--- config.mk ---
export PLATFORM = sky130hd
export DESIGN_NAME = topmod_spi
export DESIGN_NICKNAME = d
export VERILOG_FILES = /design/src/rtl/topmod_spi_pkg.sv /design/src/rtl/topmod_spi_sclk_gen.sv /design/src/rtl/topmod_spi.sv
export SDC_FILE = /design/constraint.sdc
export NUM_CORES = 1
export LEC_CHECK = 0
export ABC_AREA = 1
export CORE_ASPECT_RATIO = 0.7
export CORE_MARGIN = 2
export CORE_UTILIZATION = 56
export DETAILED_ROUTE_END_ITERATION = 10
export PLACE_DENSITY_LB_ADDON = 0.12
export REMOVE_ABC_BUFFERS = 1
export SLEW_MARGIN = 0
export SYNTH_ARGS = -nofsm -noshare
export SYNTH_HDL_FRONTEND = slang
export SYNTH_SLANG_ARGS = --single-unit
--- constraint.sdc ---
create_clock -name clk -period 2.4 [get_ports clk]
set_input_delay 0.48 -clock clk [delete_from_list [all_inputs] [get_ports clk]]
set_output_delay 0.48 -clock clk [all_outputs]
set_load 0.005 [all_outputs]
--- src/rtl/topmod_spi_pkg.sv ---
// Shared defaults, FSM state encoding and a sizing helper for the SPI master.
package topmod_spi_pkg;

    localparam int DATA_W_DEF   = 16;
    localparam int HALF_DIV_DEF = 8;

    typedef enum logic [1:0] {
        IDLE = 2'd0,
        LOAD = 2'd1,
        XFER = 2'd2,
        DONE = 2'd3
    } spi_state_e;

    // Bits needed to hold the value n (at least 1).
    function automatic int cnt_w(input int n);
        return (n < 2) ? 1 : $clog2(n + 1);
    endfunction

endpackage

--- src/rtl/topmod_spi_sclk_gen.sv ---
// SCLK divider: HALF_DIV cycles low, HALF_DIV cycles high, with one-cycle
// enables asserted in the cycle whose closing edge makes SCLK rise or fall.
module spi_sclk_gen
    import topmod_spi_pkg::*;
#(
    parameter int HALF_DIV = HALF_DIV_DEF
) (
    input  logic i_clk,
    input  logic i_rst,
    input  logic i_en,
    output logic o_sclk,
    output logic o_rise,
    output logic o_fall
);

    localparam int DIV_W = cnt_w(HALF_DIV - 1);
    localparam logic [DIV_W-1:0] DIV_MAX = DIV_W'(HALF_DIV - 1);

    logic [DIV_W-1:0] r_div;
    logic             r_sclk;
    logic             w_tick;

    assign w_tick = i_en && (r_div == DIV_MAX);

    // Dropping the enable parks the divider so every frame starts on a full low half.
    always_ff @(posedge i_clk) begin
        if (i_rst || !i_en) begin
            r_div  <= '0;
            r_sclk <= 1'b0;
        end else if (w_tick) begin
            r_div  <= '0;
            r_sclk <= ~r_sclk;
        end else begin
            r_div  <= r_div + DIV_W'(1);
        end
    end

    assign o_sclk = r_sclk;
    assign o_rise = w_tick && !r_sclk;
    assign o_fall = w_tick &&  r_sclk;

endmodule

--- src/rtl/topmod_spi.sv ---
// Mode-0 SPI master: fixed DATA_W-bit full-duplex frames, MSB first, with an
// IDLE/LOAD/XFER/DONE sequencer around tx/rx shift registers.
module topmod_spi
    import topmod_spi_pkg::*;
#(
    parameter int DATA_W   = DATA_W_DEF,
    parameter int HALF_DIV = HALF_DIV_DEF
) (
    input  logic              clk,
    input  logic              rst,
    input  logic              send,
    input  logic [DATA_W-1:0] data_in,
    output logic [DATA_W-1:0] data_out,
    output logic              done,
    input  logic              MISO,
    output logic              MOSI,
    output logic              SCLK,
    output logic              SS
);

    localparam int CNT_W = cnt_w(DATA_W);
    localparam logic [CNT_W-1:0] LAST_BIT = CNT_W'(DATA_W - 1);

    spi_state_e r_state, w_next;

    logic [DATA_W-1:0] r_tx;
    logic [DATA_W-1:0] r_rx;
    logic [DATA_W-1:0] r_data_out;
    logic [CNT_W-1:0]  r_bit_cnt;
    logic              r_done;
    logic              r_ss;

    logic w_sclk_en;
    logic w_sclk;
    logic w_rise;
    logic w_fall;
    logic w_last_fall;

    assign w_sclk_en   = (r_state == XFER);
    assign w_last_fall = w_fall && (r_bit_cnt == LAST_BIT);

    spi_sclk_gen #(
        .HALF_DIV (HALF_DIV)
    ) u_sclk_gen (
        .i_clk  (clk),
        .i_rst  (rst),
        .i_en   (w_sclk_en),
        .o_sclk (w_sclk),
        .o_rise (w_rise),
        .o_fall (w_fall)
    );

    always_ff @(posedge clk) begin
        if (rst) r_state <= IDLE;
        else     r_state <= w_next;
    end

    always_comb begin
        w_next = r_state;
        case (r_state)
            IDLE:    if (send) w_next = LOAD;
            LOAD:    w_next = XFER;
            XFER:    if (w_last_fall) w_next = DONE;
            DONE:    w_next = IDLE;
            default: w_next = IDLE;
        endcase
    end

    // SS and done are registered from the next state so the pins never glitch.
    always_ff @(posedge clk) begin
        if (rst) begin
            r_tx       <= '0;
            r_rx       <= '0;
            r_data_out <= '0;
            r_bit_cnt  <= '0;
            r_done     <= 1'b0;
            r_ss       <= 1'b1;
        end else begin
            r_ss   <= (w_next == IDLE);
            r_done <= (w_next == DONE);
            if (r_state == LOAD) begin
                r_tx      <= data_in;
                r_rx      <= '0;
                r_bit_cnt <= '0;
            end
            if (r_state == XFER) begin
                if (w_rise)
                    r_rx <= {r_rx[DATA_W-2:0], MISO};
                if (w_fall) begin
                    r_tx      <= {r_tx[DATA_W-2:0], 1'b0};
                    r_bit_cnt <= r_bit_cnt + CNT_W'(1);
                end
            end
            // rx is already complete here: the last rise was half a bit earlier.
            if (w_last_fall)
                r_data_out <= r_rx;
        end
    end

    assign MOSI     = (r_state == XFER) && r_tx[DATA_W-1];
    assign SCLK     = w_sclk;
    assign SS       = r_ss;
    assign done     = r_done;
    assign data_out = r_data_out;

endmodule

### Yosys cells after proc, flatten, opt, wreduce, memory -nomap -nowiden

Cells that the tools add are included.

| word-level totals | value |
|---|---|
| register bits after elaboration | 61 |
| bits in latches | 0 |
| RAM bits | 0 |
| memory bits (read-only) | 0 |
| input bits | 20 |
| output and inout port bits | 20 |
| logic and storage cells | 41 |
| memories | 0 |

| cells by class | value |
|---|---|
| add/sub/neg operators | 2 |
| multipliers | 0 |
| div/mod/pow operators | 0 |
| $lt $le $gt $ge | 0 |
| equality and inequality tests | 6 |
| shift operators | 0 |
| multiplexer cells | 12 |
| bitwise logic cells | 1 |
| reduce and logical (&&, ||, !) cells | 11 |

Operator list:

| cell | number |
|---|---|
| 16-bit two-way mux | 6 |
| 5-bit two-way mux | 3 |
| 2-bit one-hot mux with 4 select lines | 1 |
| 2-bit == test, second input constant | 3 |
| 5-bit by 1-bit adder with 5-bit output, second input constant | 1 |
| 5-bit by 4-bit == test with 1-bit output, second input constant | 1 |
| 1-bit logical AND | 5 |
| 2-bit logical NOT | 2 |
| 2-bit two-way mux | 2 |
| 3-bit by 1-bit adder with 3-bit output, second input constant | 1 |
| 3-bit == test, second input constant | 1 |
| 2-bit by 1-bit == test with 1-bit output, second input constant | 1 |
| 1-bit logical NOT | 2 |
| 2-bit OR reduction | 1 |
| 1-bit logical OR | 1 |
| 1-bit NOT | 1 |

### Logic depth before layout (Yosys ltp)

| logic depth | value |
|---|---|
| depth after elaboration | 7 |
| mapped depth | 10 |
| depth with buffers taken out | 10 |

### Hierarchy

A second synthesis with hierarchy kept.

| second synthesis, totals | value |
|---|---|
| cells, all modules | 329 |
| area, all modules | 2,491.1 um^2 |

Modules (own cells, without submodules):

| module | times used | cells each | area an instance (um^2) | seq. area each (um^2) |
|---|---|---|---|---|
| topmod_spi | 1 | 307 | 2,321.0 | 1,141.1 |
| spi_sclk_gen | 1 | 22 | 170.2 | 80.1 |

### Worst setup path before layout

Ideal clock, no wire load.

| timing | value |
|---|---|
| kind | register to register |
| from | register r_bit_cnt[0] |
| to | register r_data_out[0] (netlist: data_out[0]) |
| library setup time | 0.114 ns |
| arrival time | 1.383 ns |
| data required time | 2.286 ns |
| setup slack | 0.903 ns |
| stages on the path, launching flop included | 9 |
| buffers on the path | 1 |
| clock period less this slack | 1.497 ns |
| cell sequence | dfxtp_1 -> ha_1 -> nand2_1 -> nor2_1 -> ha_1 -> nand4_2 -> clkbuf_1 -> o21ai_1 -> nor2_1 |

| between the ends | value |
|---|---|
| word-level cells in the longest chain between the ends | 2 |

Ends and longest elaborated chain:

| item | line | RTL |
|---|---|---|
| start, declared | topmod_spi.sv:29 | `logic [CNT_W-1:0] r_bit_cnt;` |
| start signal, assigned | topmod_spi.sv:91 | `r_bit_cnt <= r_bit_cnt + CNT_W'(1);` |
| 5-bit by 4-bit == test with 1-bit output | topmod_spi.sv:40 | `assign w_last_fall = w_fall && (r_bit_cnt == LAST_BIT);` |
| 1-bit logical AND | topmod_spi.sv:40 |  |
| end signal, assigned | topmod_spi.sv:96 | `r_data_out <= r_rx;` |
| end, declared | topmod_spi.sv:28 | `logic [DATA_W-1:0] r_data_out;` |

Every way passes these cells.
A chain may end at the register's enable or synchronous reset.

### Worst setup path after layout

| timing | value |
|---|---|
| from | register r_state[0] |
| to | output MOSI |

| between the ends | value |
|---|---|
| word-level cells in the longest chain between the ends | 2 |

Ends and longest elaborated chain:

| item | line | RTL |
|---|---|---|
| start, declared | topmod_spi.sv:24 | `spi_state_e r_state, w_next;` |
| start signal, assigned | topmod_spi.sv:55 | `else r_state <= w_next;` |
| 2-bit == test | topmod_spi.sv:100 | `assign MOSI = (r_state == XFER) && r_tx[DATA_W-1];` |
| 1-bit logical AND | topmod_spi.sv:100 |  |
| end, declared | topmod_spi.sv:16 | `output logic MOSI,` |

Every way passes these cells.

==> out/summary.txt <==
========================================================================================================
CTS H-Tree Depth                                                                                       3
Count of buffers added by post-CTS timing repair for setup                                             0
Worst path slowest cell                                                                     sky130_fd_sc_hd__clkdlybuf4s50_1
Routed vias                                                                                         1976
Multi-input logic area                                                                          1030 um2
Area added between synthesis and finish                                                            23.3%
Detailed-route wire length                                                                       4730 um
Sequence of cells on the critical path                                                      inv_1, ha_1, nand2_1, inv_1, clkdlybuf4s50_1
CTS tree                                                                                           built
Slowest stage delay, CP                                                                          0.49 ns
Pre-CTS worst setup slack                                                                       0.454 ns
Post-synthesis share of cell area spent on and, or, nand and nor gates                             0.178
I/O Buffers                                                                                           39
Post-synth top cells                                                                        sky130_fd_sc_hd__dfxtp_1, sky130_fd_sc_hd__nor2_1, sky130_fd_sc_hd__o21ai_1
Pin count of the biggest net entering global routing                                                  23
Primary flip-flop cell chosen by synthesis mapping                                          sky130_fd_sc_hd__dfxtp_1
Maximum vdd drop                                                                                0.430 mV
Post-cts gate resize count                                                                             0
Setup violators final                                                                                  0
Cell types with the largest area share after synthesis                                      sky130_fd_sc_hd__dfxtp_1, sky130_fd_sc_hd__nor2_1, sky130_fd_sc_hd__o21ai_1
DRC violation count after routing                                                                      0
Nets                                                                                                 354
Sequential cell area fraction in the yosys report                                                  0.507
Die X-Extent                                                                                     82.4 um
Count of boundary I/O pins                                                                            40
Worst slew margin relative to its limit                                                            0.548
Routability congestion estimate                                                                    0.774
Wire per inst                                                                                    12.4 um
Transition at the pin with the smallest max-transition slack                                    0.677 ns
Number of slew-limit violations in the final report                                                    0
Flip-flop and latch count after synthesis                                                             61
Fraction of layout instances using a drive strength above 1                                       0.0881
Critical-path maximum fanout                                                                           4
Register area                                                                                   1220 um2
DRT iter0 DRCs                                                                                        81
Critical path arrival                                                                            1.62 ns
Root cell of the clock tree                                                                 sky130_fd_sc_hd__clkbuf_8
Detailed-route vias per instance                                                                    5.19
Remaining global-route overflow                                                                        0
CP dominant cell by count                                                                   sky130_fd_sc_hd__inv_1
Insertion delay to the later sink of the worst-skew pair                                         0.33 ns
Core Rows                                                                                             19
Most numerous cell in the Yosys netlist                                                     sky130_fd_sc_hd__dfxtp_1
Status                                                                                      finished, final reports clean
Post-synthesis mux area share                                                                     0.0582
Post-layout worst setup margin                                                                  0.305 ns
XOR/XNOR share of the synthesized area                                                           0.00364
Critical Path RT                                                                                 1.92 ns
Effective utilization at floorplan                                                                 0.599
Die area                                                                                        4850 um2
Setup_tns                                                                                           0 ns
Count of hold buffers inserted by post-cts repair                                                      0
Wire length of the first global-routing pass                                                     7890 um
Via count of the first global-routing pass                                                          1706
Clock skew after layout                                                                       0.00458 ns
Final critical path time including I/O delays and setup                                          2.10 ns
Share of flip-flops with an asynchronous set or reset after synthesis                                  0
Areal power density over the cells                                                            673 nW/um2
Post-CTS clock slew at the launch and capture registers of the worst setup and hold paths        0.06 ns
Synthesized area                                                                                2410 um2
Type of the most critical hold path                                                           reg -> reg
Antenna violations before repair                                                                       0
Yosys warns                                                                                            0
Core ar.                                                                                        4020 um2
Setup slack, reg-to-reg                                                                          0.44 ns
Synth top area share                                                                               0.507
Post-DP HPWL                                                                                     3180 um
Iteration count of the initial detailed-routing pass                                                   4
Die height                                                                                       58.9 um
Remaining antenna violation count                                                                      0
Setup repair after global routing missed its margin                                                false
Cell accounting for the most synthesized area                                               sky130_fd_sc_hd__dfxtp_1
Clk buf depth                                                                                          2
Total inserted antenna cells                                                                           0
Number of violations of the max-capacitance limit                                                      0
Overall routing resource usage                                                                     0.223
Critical Path Start Type                                                                       flip-flop
Share of the cycle needed by the critical path after routing                                       0.873
Critical Path End Type                                                                       output port
Clock sinks                                                                                           61
Worst Path Class, Setup                                                                       reg -> out
Achievable clock frequency                                                                       477 MHz
Leakage power figure                                                                             1.12 nW
Number of fill cells                                                                                 333
Netlist cell types                                                                                    22
Area share of fa/ha/maj cells after synthesis                                                     0.0364
Mapped Cells                                                                                         287
Avg Synthesized Cell Area                                                                       8.39 um2
Dominant combinational cell family by area after synthesis                                  simple AND/OR/NAND/NOR gates
CTS buffer count                                                                                       9
Area fraction in compound gates after synthesis                                                    0.153
Number of synthesized flops with an enable pin                                                         0
Final hold viol count                                                                                  0
========================================================================================================
## per-stage QoR
stage / total power, mW / instance area (um2) / std cells / util / hold slack [ns]
2_1_floorplan: 1.22 / 2320 / 272 / - / 0.399
3_3_place_gp: 1.29 / 2820 / 368 / 0.701 / 0.411
4_1_cts: 2.03 / 2970 / 381 / 0.739 / 0.426
3_5_place_dp: 1.30 / 2820 / 368 / 0.701 / 0.417
5_1_grt: 2.10 / 2970 / 381 / 0.739 / 0.445
6_report: 2.00 / 2970 / 381 / 0.739 / 0.423
## cell families after synthesis
kind of cell,count (synthesis)
buffers and inverters,33
adder cells (fa/ha/maj),7
flip-flops,61
multiplexers,14
AND/OR/NAND/NOR,98
XOR/XNOR,1
AO/OA/AOI/OAI,73
## final timing paths
check	endpoint	startpoint	depth (start not counted)
max	MOSI	r_state[0]$_SDFF_PP0_	5
min	u_sclk_gen.r_div[0]$_SDFF_PP0_	u_sclk_gen.r_div[0]$_SDFF_PP0_	1
max reg2reg	data_out[11]$_SDFFE_PP0P_	r_bit_cnt[0]$_SDFF_PP0_	8
min reg2reg	u_sclk_gen.r_div[0]$_SDFF_PP0_	u_sclk_gen.r_div[0]$_SDFF_PP0_	1
## worst max-delay path: cells and delay by family (launching register included)
kind,cells,cell delay [ns]
buffers and inverters,3,0.65
DFF,1,0.32
adders and majority gates,1,0.24
and+or+nand+nor,1,0.07
## final cells by class
type / count / area share
Sequential cell: 61 / 0.411
Clock inverter: 3 / 0.00506
Tap cell: 52 / 0.0219
Multi-Input combinational cell: 193 / 0.348
Inverter: 18 / 0.0228
Timing Repair Buffer: 44 / 0.144
Clock buffer: 10 / 0.0464
## placed cells by master, fill, tap and decap left out
cell type                         synthesis  routed
sky130_fd_sc_hd__o22ai_1                  3       3
sky130_fd_sc_hd__nand2_2                  1       1
sky130_fd_sc_hd__clkbuf_8                 0      10
sky130_fd_sc_hd__ha_1                     7       7
sky130_fd_sc_hd__or2_2                    1       1
sky130_fd_sc_hd__dfxtp_1                 61      61
sky130_fd_sc_hd__inv_1                   13      13
sky130_fd_sc_hd__nand3_1                 19      19
sky130_fd_sc_hd__buf_4                    2       5
sky130_fd_sc_hd__xor2_1                   1       1
sky130_fd_sc_hd__o21ai_0                 14      14
sky130_fd_sc_hd__nor2_1                  57      57
sky130_fd_sc_hd__mux2i_1                 14      14
sky130_fd_sc_hd__o21ai_1                 35      35
sky130_fd_sc_hd__clkinv_2                 0       3
sky130_fd_sc_hd__a21oi_1                 21      21
sky130_fd_sc_hd__nand4_2                  1       1
sky130_fd_sc_hd__inv_2                    5       5
sky130_fd_sc_hd__nor2_4                   2       2
sky130_fd_sc_hd__nand2_4                  1       1
sky130_fd_sc_hd__clkdlybuf4s50_1          0      39
sky130_fd_sc_hd__nand2_1                 16      16
## layer usage
| metal | vias up | wire length, um | global-route usage |
|---|---|---|---|
| met2 | 41 | 2160 | 0.331 |
| met4 | 0 | 63 | 0.107 |
| met5 | - | 0 | 0 |
| li1 | 1030 | - | - |
| met1 | 898 | 2310 | 0.291 |
| met3 | 7 | 194 | 0.0782 |
## power breakdown
| group | total [mW] | leakage [nW] | internal (mW) | switching, mW |
|---|---|---|---|---|
| combinational | 0.209 | 0.547 | 0.0972 | 0.112 |
| clock | 0.724 | 0.0836 | 0.379 | 0.345 |
| sequential | 1.07 | 0.494 | 1.05 | 0.0167 |
## sequential cells by signal, indices dropped and copies added (netlist names)
name	count
r_tx	16
u_sclk_gen.o_sclk	1
r_state	2
done	1
data_out	16
r_rx	16
u_sclk_gen.r_div	3
SS	1
r_bit_cnt	5
Power figures use the tool's default switching activity.
